$ cat config.mk
export PLATFORM = sky130hd
export DESIGN_NAME = bp_hb_mem_resp_gen
export DESIGN_NICKNAME = d
export VERILOG_FILES = /design/src/rtl/bp_hb_mem_resp_gen.sv
export SDC_FILE = /design/constraint.sdc
export NUM_CORES = 2
export LEC_CHECK = 0
export CAP_MARGIN = 20
export CORE_UTILIZATION = 60
export DETAILED_ROUTE_END_ITERATION = 8
export PLACE_DENSITY = 0.78
export SLEW_MARGIN = 20
export SYNTH_ARGS = -nofsm -noshare
export SYNTH_HDL_FRONTEND = slang
export SYNTH_SLANG_ARGS = --single-unit
export TNS_END_PERCENT = 100
$ cat constraint.sdc
create_clock -name clk_i -period 47.4 [get_ports clk_i]
set_input_delay 4.74 -clock clk_i [delete_from_list [all_inputs] [get_ports clk_i]]
set_output_delay 4.74 -clock clk_i [all_outputs]
set_load 0.05 [all_outputs]
$ cat src/rtl/bp_hb_mem_resp_gen.sv
// Gathers manycore return words per tag and streams them out as BedRock
// response beats. One response is assembled at a time; other tags wait.
module bp_hb_mem_resp_gen #(
   parameter int unsigned tag_width_p     = 4,
   parameter int unsigned hdr_width_p     = 64,
   parameter int unsigned fill_width_p    = 64,
   parameter int unsigned hb_data_width_p = 32,
   parameter int unsigned max_words_p     = 16
) (
   input  logic                       clk_i,
   input  logic                       reset_i,
   input  logic                       hdr_v_i,
   output logic                       hdr_ready_o,
   input  logic [tag_width_p-1:0]     hdr_tag_i,
   input  logic [hdr_width_p-1:0]     hdr_i,
   input  logic [4:0]                 hdr_words_i,
   input  logic                       ret_v_i,
   output logic                       ret_ready_o,
   input  logic [tag_width_p-1:0]     ret_tag_i,
   input  logic [3:0]                 ret_word_i,
   input  logic [hb_data_width_p-1:0] ret_data_i,
   output logic [hdr_width_p-1:0]     mem_header_o,
   output logic [fill_width_p-1:0]    mem_data_o,
   output logic                       mem_v_o,
   output logic                       mem_last_o,
   input  logic                       mem_ready_and_i
);

   localparam int unsigned entries_lp = 1 << tag_width_p;

   localparam logic [1:0] StIdle    = 2'd0;
   localparam logic [1:0] StCollect = 2'd1;
   localparam logic [1:0] StStream  = 2'd2;

   logic [entries_lp-1:0]      valid_q;
   logic [hdr_width_p-1:0]     hdr_tab_q   [entries_lp];
   logic [4:0]                 words_tab_q [entries_lp];
   logic [hb_data_width_p-1:0] buf_q       [max_words_p];

   logic [1:0]             state_q, state_d;
   logic [tag_width_p-1:0] active_q;
   logic [4:0]             rcv_cnt_q;
   logic [3:0]             beat_q;

   logic                       hdr_fire, ret_fire, beat_fire, last_beat;
   logic [4:0]                 act_words, num_beats, lo_idx, hi_idx, rcv_inc;
   logic [hb_data_width_p-1:0] lo_word, hi_word;

   assign hdr_ready_o = ~valid_q[hdr_tag_i];
   assign hdr_fire    = hdr_v_i & hdr_ready_o;
   assign ret_fire    = ret_v_i & ret_ready_o;
   assign beat_fire   = mem_v_o & mem_ready_and_i;
   assign rcv_inc     = rcv_cnt_q + 5'd1;

   // A zero-word write ack still produces one (all-zero) beat.
   assign act_words = words_tab_q[active_q];
   assign num_beats = (act_words == 5'd0) ? 5'd1
                    : ({1'b0, act_words[4:1]} + {4'd0, act_words[0]});
   assign last_beat = ({1'b0, beat_q} == (num_beats - 5'd1));

   assign lo_idx  = {beat_q, 1'b0};
   assign hi_idx  = {beat_q, 1'b1};
   assign lo_word = (lo_idx < act_words) ? buf_q[lo_idx[3:0]] : '0;
   assign hi_word = (hi_idx < act_words) ? buf_q[hi_idx[3:0]] : '0;

   assign mem_v_o      = (state_q == StStream);
   assign mem_last_o   = mem_v_o & last_beat;
   assign mem_header_o = hdr_tab_q[active_q];
   assign mem_data_o   = {hi_word, lo_word};

   always_comb begin
      ret_ready_o = 1'b0;
      case (state_q)
         StIdle:    ret_ready_o = valid_q[ret_tag_i];
         StCollect: ret_ready_o = (ret_tag_i == active_q);
         default:   ret_ready_o = 1'b0;
      endcase
   end

   always_comb begin
      state_d = state_q;
      case (state_q)
         StIdle: begin
            if (ret_fire) begin
               state_d = (words_tab_q[ret_tag_i] <= 5'd1) ? StStream : StCollect;
            end
         end
         StCollect: begin
            if (ret_fire && (rcv_inc == act_words)) state_d = StStream;
         end
         StStream: begin
            if (beat_fire && last_beat) state_d = StIdle;
         end
         default: state_d = StIdle;
      endcase
   end

   always_ff @(posedge clk_i or posedge reset_i) begin
      if (reset_i) begin
         state_q   <= StIdle;
         valid_q   <= '0;
         active_q  <= '0;
         rcv_cnt_q <= '0;
         beat_q    <= '0;
      end else begin
         state_q <= state_d;
         if (hdr_fire) valid_q[hdr_tag_i] <= 1'b1;
         if (ret_fire) begin
            if (state_q == StIdle) begin
               active_q  <= ret_tag_i;
               rcv_cnt_q <= 5'd1;
            end else begin
               rcv_cnt_q <= rcv_inc;
            end
         end
         if (beat_fire) begin
            if (last_beat) begin
               valid_q[active_q] <= 1'b0;
               beat_q            <= '0;
            end else begin
               beat_q <= beat_q + 4'd1;
            end
         end
      end
   end

   // Buffer is cleared between responses so a short response never sees stale words.
   always_ff @(posedge clk_i or posedge reset_i) begin
      if (reset_i) begin
         for (int i = 0; i < max_words_p; i++) buf_q[i] <= '0;
      end else if (ret_fire) begin
         buf_q[ret_word_i] <= ret_data_i;
      end else if (beat_fire && last_beat) begin
         for (int i = 0; i < max_words_p; i++) buf_q[i] <= '0;
      end
   end

   always_ff @(posedge clk_i) begin
      if (hdr_fire) begin
         hdr_tab_q[hdr_tag_i]   <= hdr_i;
         words_tab_q[hdr_tag_i] <= hdr_words_i;
      end
   end

endmodule

# --- Yosys cells after proc, flatten, opt, wreduce, memory -nomap -nowiden ---
# Memories as Yosys holds them, arrays and structs flattened.
# Index checks and enable logic that the tools add are counted.
op_classes:
  n_addsub: 4
  bitwise_logic: 11
  n_eq_ne: 8
  n_reduce_logical: 10
  n_lt_le_gt_ge: 12
  muxes: 35
op_table:
  columns: ["operator", "n"]
  rows:
  - ["512-bit two-way mux", 2]
  - ["512-bit bitwise mux", 1]
  - ["32-bit binary-select mux with 4-bit select", 2]
  - ["32-bit two-way mux", 7]
  - ["32-bit demux with 4-bit select", 1]
  - ["16-bit two-way mux", 3]
  - ["16-bit bitwise AND", 1]
  - ["16-bit NOT", 1]
  - ["16-bit bitwise OR", 1]
  - ["5-bit >= comparator (second input constant)", 3]
  - ["4-bit by 5-bit less-than comparator with 1-bit output (second input constant)", 3]
  - ["4-bit NOT with 5-bit output", 3]
  - ["5-bit less-than comparator", 2]
  - ["5-bit two-way mux", 2]
  - ["1-bit binary-select mux with 4-bit select", 2]
  - ["1-bit demux with 4-bit select", 2]
  - ["4-bit by 1-bit >= comparator with 1-bit output (second input constant)", 2]
  - ["2-bit two-way mux", 4]
  - ["1-bit two-way mux", 6]
  - ["2-bit one-hot mux with 3 select lines", 1]
  - ["4-bit by 1-bit adder with 5-bit output", 1]
  - ["5-bit by 1-bit adder with 5-bit output (second input constant)", 1]
  - ["4-bit by 5-bit == test with 1-bit output", 1]
  - ["5-bit == test", 1]
  - ["other kinds (19)", 27]
word_totals:
  memories: 2
  mem_bits_rw: 1104
  regBits: 543
  wordCells: 103
  in_bits: 118
memory_table:
  columns: ["name", "words", "word_bits", "rd", "rd_ports_with_merged_regs", "write_ports", "line_no", "rtl"]
  rows:
  - ["hdr_tab_q", 16, 64, 1, 0, 1, "36", "logic [hdr_width_p-1:0] hdr_tab_q [entries_lp];"]
  - ["words_tab_q", 16, 5, 2, 0, 1, "37", "logic [4:0] words_tab_q [entries_lp];"]

# --- Logic depth before layout (Yosys ltp) ---
depth:
  ltp_word: 9
  depth_mapped: 22

# --- Worst setup path after synthesis ---
# OpenSTA, ideal clock, no wires.
synth_timing:
  path_type: "in2reg"
  startpoint: "input hdr_tag_i[0]"
  endpoint: "memory hdr_tab_q[1][0], enable pin"
  stages: 6
  path_buffers: 1
  t_arrival_ps: 11445
  slack_ps: 35372
  cell_sequence: "clkbuf_1 mux4_2 mux4_2 nand2b_1 or3b_2 nor3_1"
synth_via:
  elab_chain_cells: 6
synth_rtl:
  columns: ["element", "line_no", "rtl"]
  rows:
  - ["from (decl)", "14", "input logic [tag_width_p-1:0] hdr_tag_i,"]
  - ["1-bit binary-select mux with 4-bit select", "49", "assign hdr_ready_o = ~valid_q[hdr_tag_i];"]
  - ["1-bit two-way mux (not written as such)", "49", null]
  - ["1-bit NOT", "49", null]
  - ["1-bit bitwise AND", "50", "assign hdr_fire = hdr_v_i & hdr_ready_o;"]
  - ["1-bit two-way mux", "139", "if (hdr_fire) begin"]
  - ["1-bit two-way mux (not written as such)", "140", "hdr_tab_q[hdr_tag_i] <= hdr_i;"]
  - ["to (decl)", "36", null]
# Parallel ways exist; a longest one is shown, timed or not. The select of a mux whose other input is x is not followed.

# --- Worst setup path in the final report ---
layout_timing:
  startpoint: "register active_q[1]"
  endpoint: "output mem_last_o"
layout_via:
  elab_chain_cells: 6
  word_cells_on_any_way: 7
  cone_classes: "add/sub (2); eq/ne (1); mux (1); bitwise (1); reduce/logical (1); memory (1)"
layout_rtl:
  columns: ["element", "line_no", "rtl"]
  rows:
  - ["from (decl)", "41", "logic [tag_width_p-1:0] active_q;"]
  - ["from (signal assigned)", "110", "active_q <= ret_tag_i;"]
  - ["memory 16 x 5 bit (*)", null, null]
  - ["4-bit by 1-bit adder with 5-bit output or 5-bit logical NOT (tied branches)", "58, 57", null]
  - ["5-bit two-way mux (*)", "57", "assign num_beats = (act_words == 5'd0) ? 5'd1"]
  - ["5-bit by 1-bit subtractor with 5-bit output (*)", "59", "assign last_beat = ({1'b0, beat_q} == (num_beats - 5'd1));"]
  - ["4-bit by 5-bit == test with 1-bit output (*)", "59", null]
  - ["1-bit bitwise AND (*)", "67", "assign mem_last_o = mem_v_o & last_beat;"]
  - ["to (decl)", "25", "output logic mem_last_o,"]
# Every way passes the cells marked *; elsewhere a longest branch is shown, timed or not.

==> metrics.yaml <==
run_status:
  status: "finished clean"
synth:
  syn_area_per_cell_um2: 16.50
  syn_nets: 4371
  synth_top_area_cell: "edfxtp_1"
  netlist_instances: 4242
  synth-xor-area-share_pct: 0.2323
  synth_mux_area_share_pct: 19.78
  yosys_warnings: 0
  netlist.area_leader.share_pct: 47.35
  async_flop_share_pct: 32.97
  synth_enable_flop_cells: 1104
  synth_compound_gate_area_share_pct: 4.068
  ys.flop_type: "edfxtp_1"
  ys_seq_area_share_pct: 66.76
  ys_seq_elements: 1647
  synth_cell_types: 68
  synth_area_leaders: "edfxtp_1, dfrtp_1, mux4_2"
  synth_top_family_by_area: "multiplexers"
  synth-adder-area-share_pct: 0.1966
  netlist_area_um2: 70010
  synthSimpleGateAreaFrac_pct: 6.212
clock_network:
  cts_sinks: 1647
  cts.htree.levels: 4
  hold_buffers: 0
  cts_root_buf: "clkbuf_16"
  tritoncts: "yes"
  cts_resized: 0
  clk_latency_ps: 800
  cts_made_buffers: 162
  postCtsSetupBuffers: 0
  path_clk_slew_ps: 60
  cts.path.max_buffers: 3
place:
  place_hpwl_um: 91990
  io_buffers: 249
  place.gp.congestion: 0.8757
  dp_slack_ps: 34680
finish:
  syn_to_final_growth_pct: 12.55
  regArea_um2: 46770
  post_route_cells_drive_above_1_share_pct: 24.26
  layout_commonest_cell: "edfxtp_1"
  final_nets: 4501
  multiInputGateArea_um2: 21580
  fillers: 7159
  final_cell_mix: "edfxtp_1, dfrtp_1, mux4_2"
critical_path:
  crit_arrival_ps: 8050
  path_delay_family: "buffers and inverters"
  crit_buf_inv: 4
  cpMaxStageDelayCell: "nor4b_1"
  max_stage_delay_ps: 1020
  cp-end-kind: "output port"
  worstPathMaxFanout: 63
  crit_top_cell: "ha_1"
  critPathRequiredTime_ps: 42660
  cp_cell_sequence: "buf_4, buf_4, mux4_2, mux2i_1, mux2_2, inv_1, ha_1, ha_1, o21ai_0, ha_1, xor2_1, nor3_1, a311oi_1, o2111ai_1, nor4b_1, clkdlybuf4s50_1"
  crit_type: "flop to output port"
  start_kind: "flop"
sta:
  period_needed_ps: 12790
  finalSetupTns_ps: 0
  tightest_slew_ps: 1186
  fin_ws_ps: 34610
  finalMaxSlewViolations: 0
  hold_viol: 0
  rsz0062_at_grt: "no"
  fin_worst_skew_ps: 55.25
  fmax_ghz: 0.07821
  hold_ws_ps: 512.1
  slew_headroom_pct: 20.93
  finalCritPeriodShare_pct: 26.98
  setup_viol: 0
global_route:
  antenna_found_initial: 24
  grt-ovfl-total: 0
  grt_pass1_vias: 41390
  grt_start_max_net_pins: 210
  grt_pass1_wl_um: 271500
  track_usage_pct: 31.46
floorplan:
  rows: 124
  die_area_um2: 118100
  initial_core_util_pct: 60.90
  pin_count: 250
  die_w_um: 343.6
  core_region_area_um2: 115000
  die_y_um: 343.6
hold_path:
  hold_class: "flop to flop"
detailed_routing:
  wire_per_inst_um: 30.13
  drt_pass1_iterations: 5
  drt_iter0_drc: 4583
  vias: 39930
  post-route-drc-count: 0
  vias_per_cell: 6.627
  wl_um: 181600
  ant_nets: 0
power:
  power_density_nw_per_um2: 62.80
  ir_drop_mv: 0.06245
  leakagePower_nw: 27.94
run:
  max-cap-violations: 0
## cell type report
type | count | share of cell area [%]
tap | 1512 | 2.401
clock buffer | 209 | 5.472
clock inverter | 85 | 1.194
sequential | 1647 | 59.35
multi-input combinational | 2218 | 27.38
inverter | 11 | 0.06510
timing repair buffer | 332 | 4.098
antenna | 12 | 0.03811
## cell families (layout without fill, tap and decap cells)
kind of cell,count (synthesis),after routing
other,0,12
multiplexers,791,791
flip-flops,1647,1647
adder cells (fa/ha/maj),11,11
AND/OR/NAND/NOR,1036,1036
buffers and inverters,377,637
XOR/XNOR,17,17
AO/OA/AOI/OAI,363,363
## worst min-delay path, cell delays in order (launching register included)
cell and delay (ps):
dfrtp_1 330, mux2i_1 60, nor2_1 70
## Yosys cell counts (5+ instances only)
| cell | instances |
|---|---|
| nor2_1 | 344 |
| dfrtp_1 | 543 |
| mux4_2 | 472 |
| buf_2 | 39 |
| nor2b_1 | 12 |
| mux2i_1 | 312 |
| o21ai_0 | 16 |
| nand4_1 | 6 |
| a21oi_1 | 62 |
| nand3_1 | 169 |
| inv_1 | 9 |
| nor4_1 | 10 |
| or4_1 | 8 |
| nor3_1 | 15 |
| clkbuf_1 | 190 |
| buf_6 | 56 |
| a21oi_2 | 248 |
| a31oi_1 | 9 |
| nand2_1 | 439 |
| buf_4 | 7 |
| buf_1 | 72 |
| nand2b_1 | 9 |
| mux2_2 | 5 |
| xor2_1 | 9 |
| xnor2_1 | 7 |
| edfxtp_1 | 1104 |
| ha_1 | 11 |
## per-stage QoR
step / cell area [µm²] / power [mW] / utilization, % / instances
final: 78800 / 4.948 / 68.54 / 6026
after global routing: 78790 / 5.133 / 68.54 / 6024
after CTS: 78710 / 4.968 / 68.46 / 6012
after detailed placement: 73460 / 3.666 / 63.89 / 5718
after global placement: 73430 / 3.627 / 63.87 / 5717
after floorplan: 70010 / 3.165 / - / 4242
## flip-flops by register name (all words and copies together) (netlist names)
signal and flops:
buf_q 512, active_q 4, state_q 2, hdr_tab_q 1024, valid_q 16, rcv_cnt_q 5, beat_q 4, words_tab_q 80
## layer usage
metal / routed length (µm) / track usage, % / vias up / part of all wire, %
li1: - / - / 16400 / -
met1: 68030 / 43.36 / 20830 / 37
met2: 90070 / 50.42 / 2303 / 50
met3: 17620 / 6.559 / 385 / 9.7
met4: 5731 / 11.14 / 22 / 3.2
met5: 138 / 0 / - / 0.076
## power by group
| part | switching (mW) | internal, mW | total, mW |
|---|---|---|---|
| Sequential | 0.145 | 1.74 | 1.88 |
| Combinational | 1.01 | 0.765 | 1.77 |
| Clock | 0.570 | 0.720 | 1.29 |
## path summary, 6_finish.rpt
| kind | from | to | slack [ps] | cells past startpoint |
|---|---|---|---|---|
| max in group asynchronous | reset_i | buf_q[135] | 40810 | 4 |
| worst max register to register | active_q[1] | buf_q[32] | 37710 | 20 |
| worst max-delay path | active_q[1] | mem_last_o | 34610 | 16 |
| worst min-delay path | buf_q[24] | buf_q[24] | 510 | 2 |
| worst min register to register | buf_q[24] | buf_q[24] | 510 | 2 |
| min in group asynchronous | reset_i | buf_q[475] | 4500 | 2 |
Note: power is estimated with default switching activity, not from simulation.
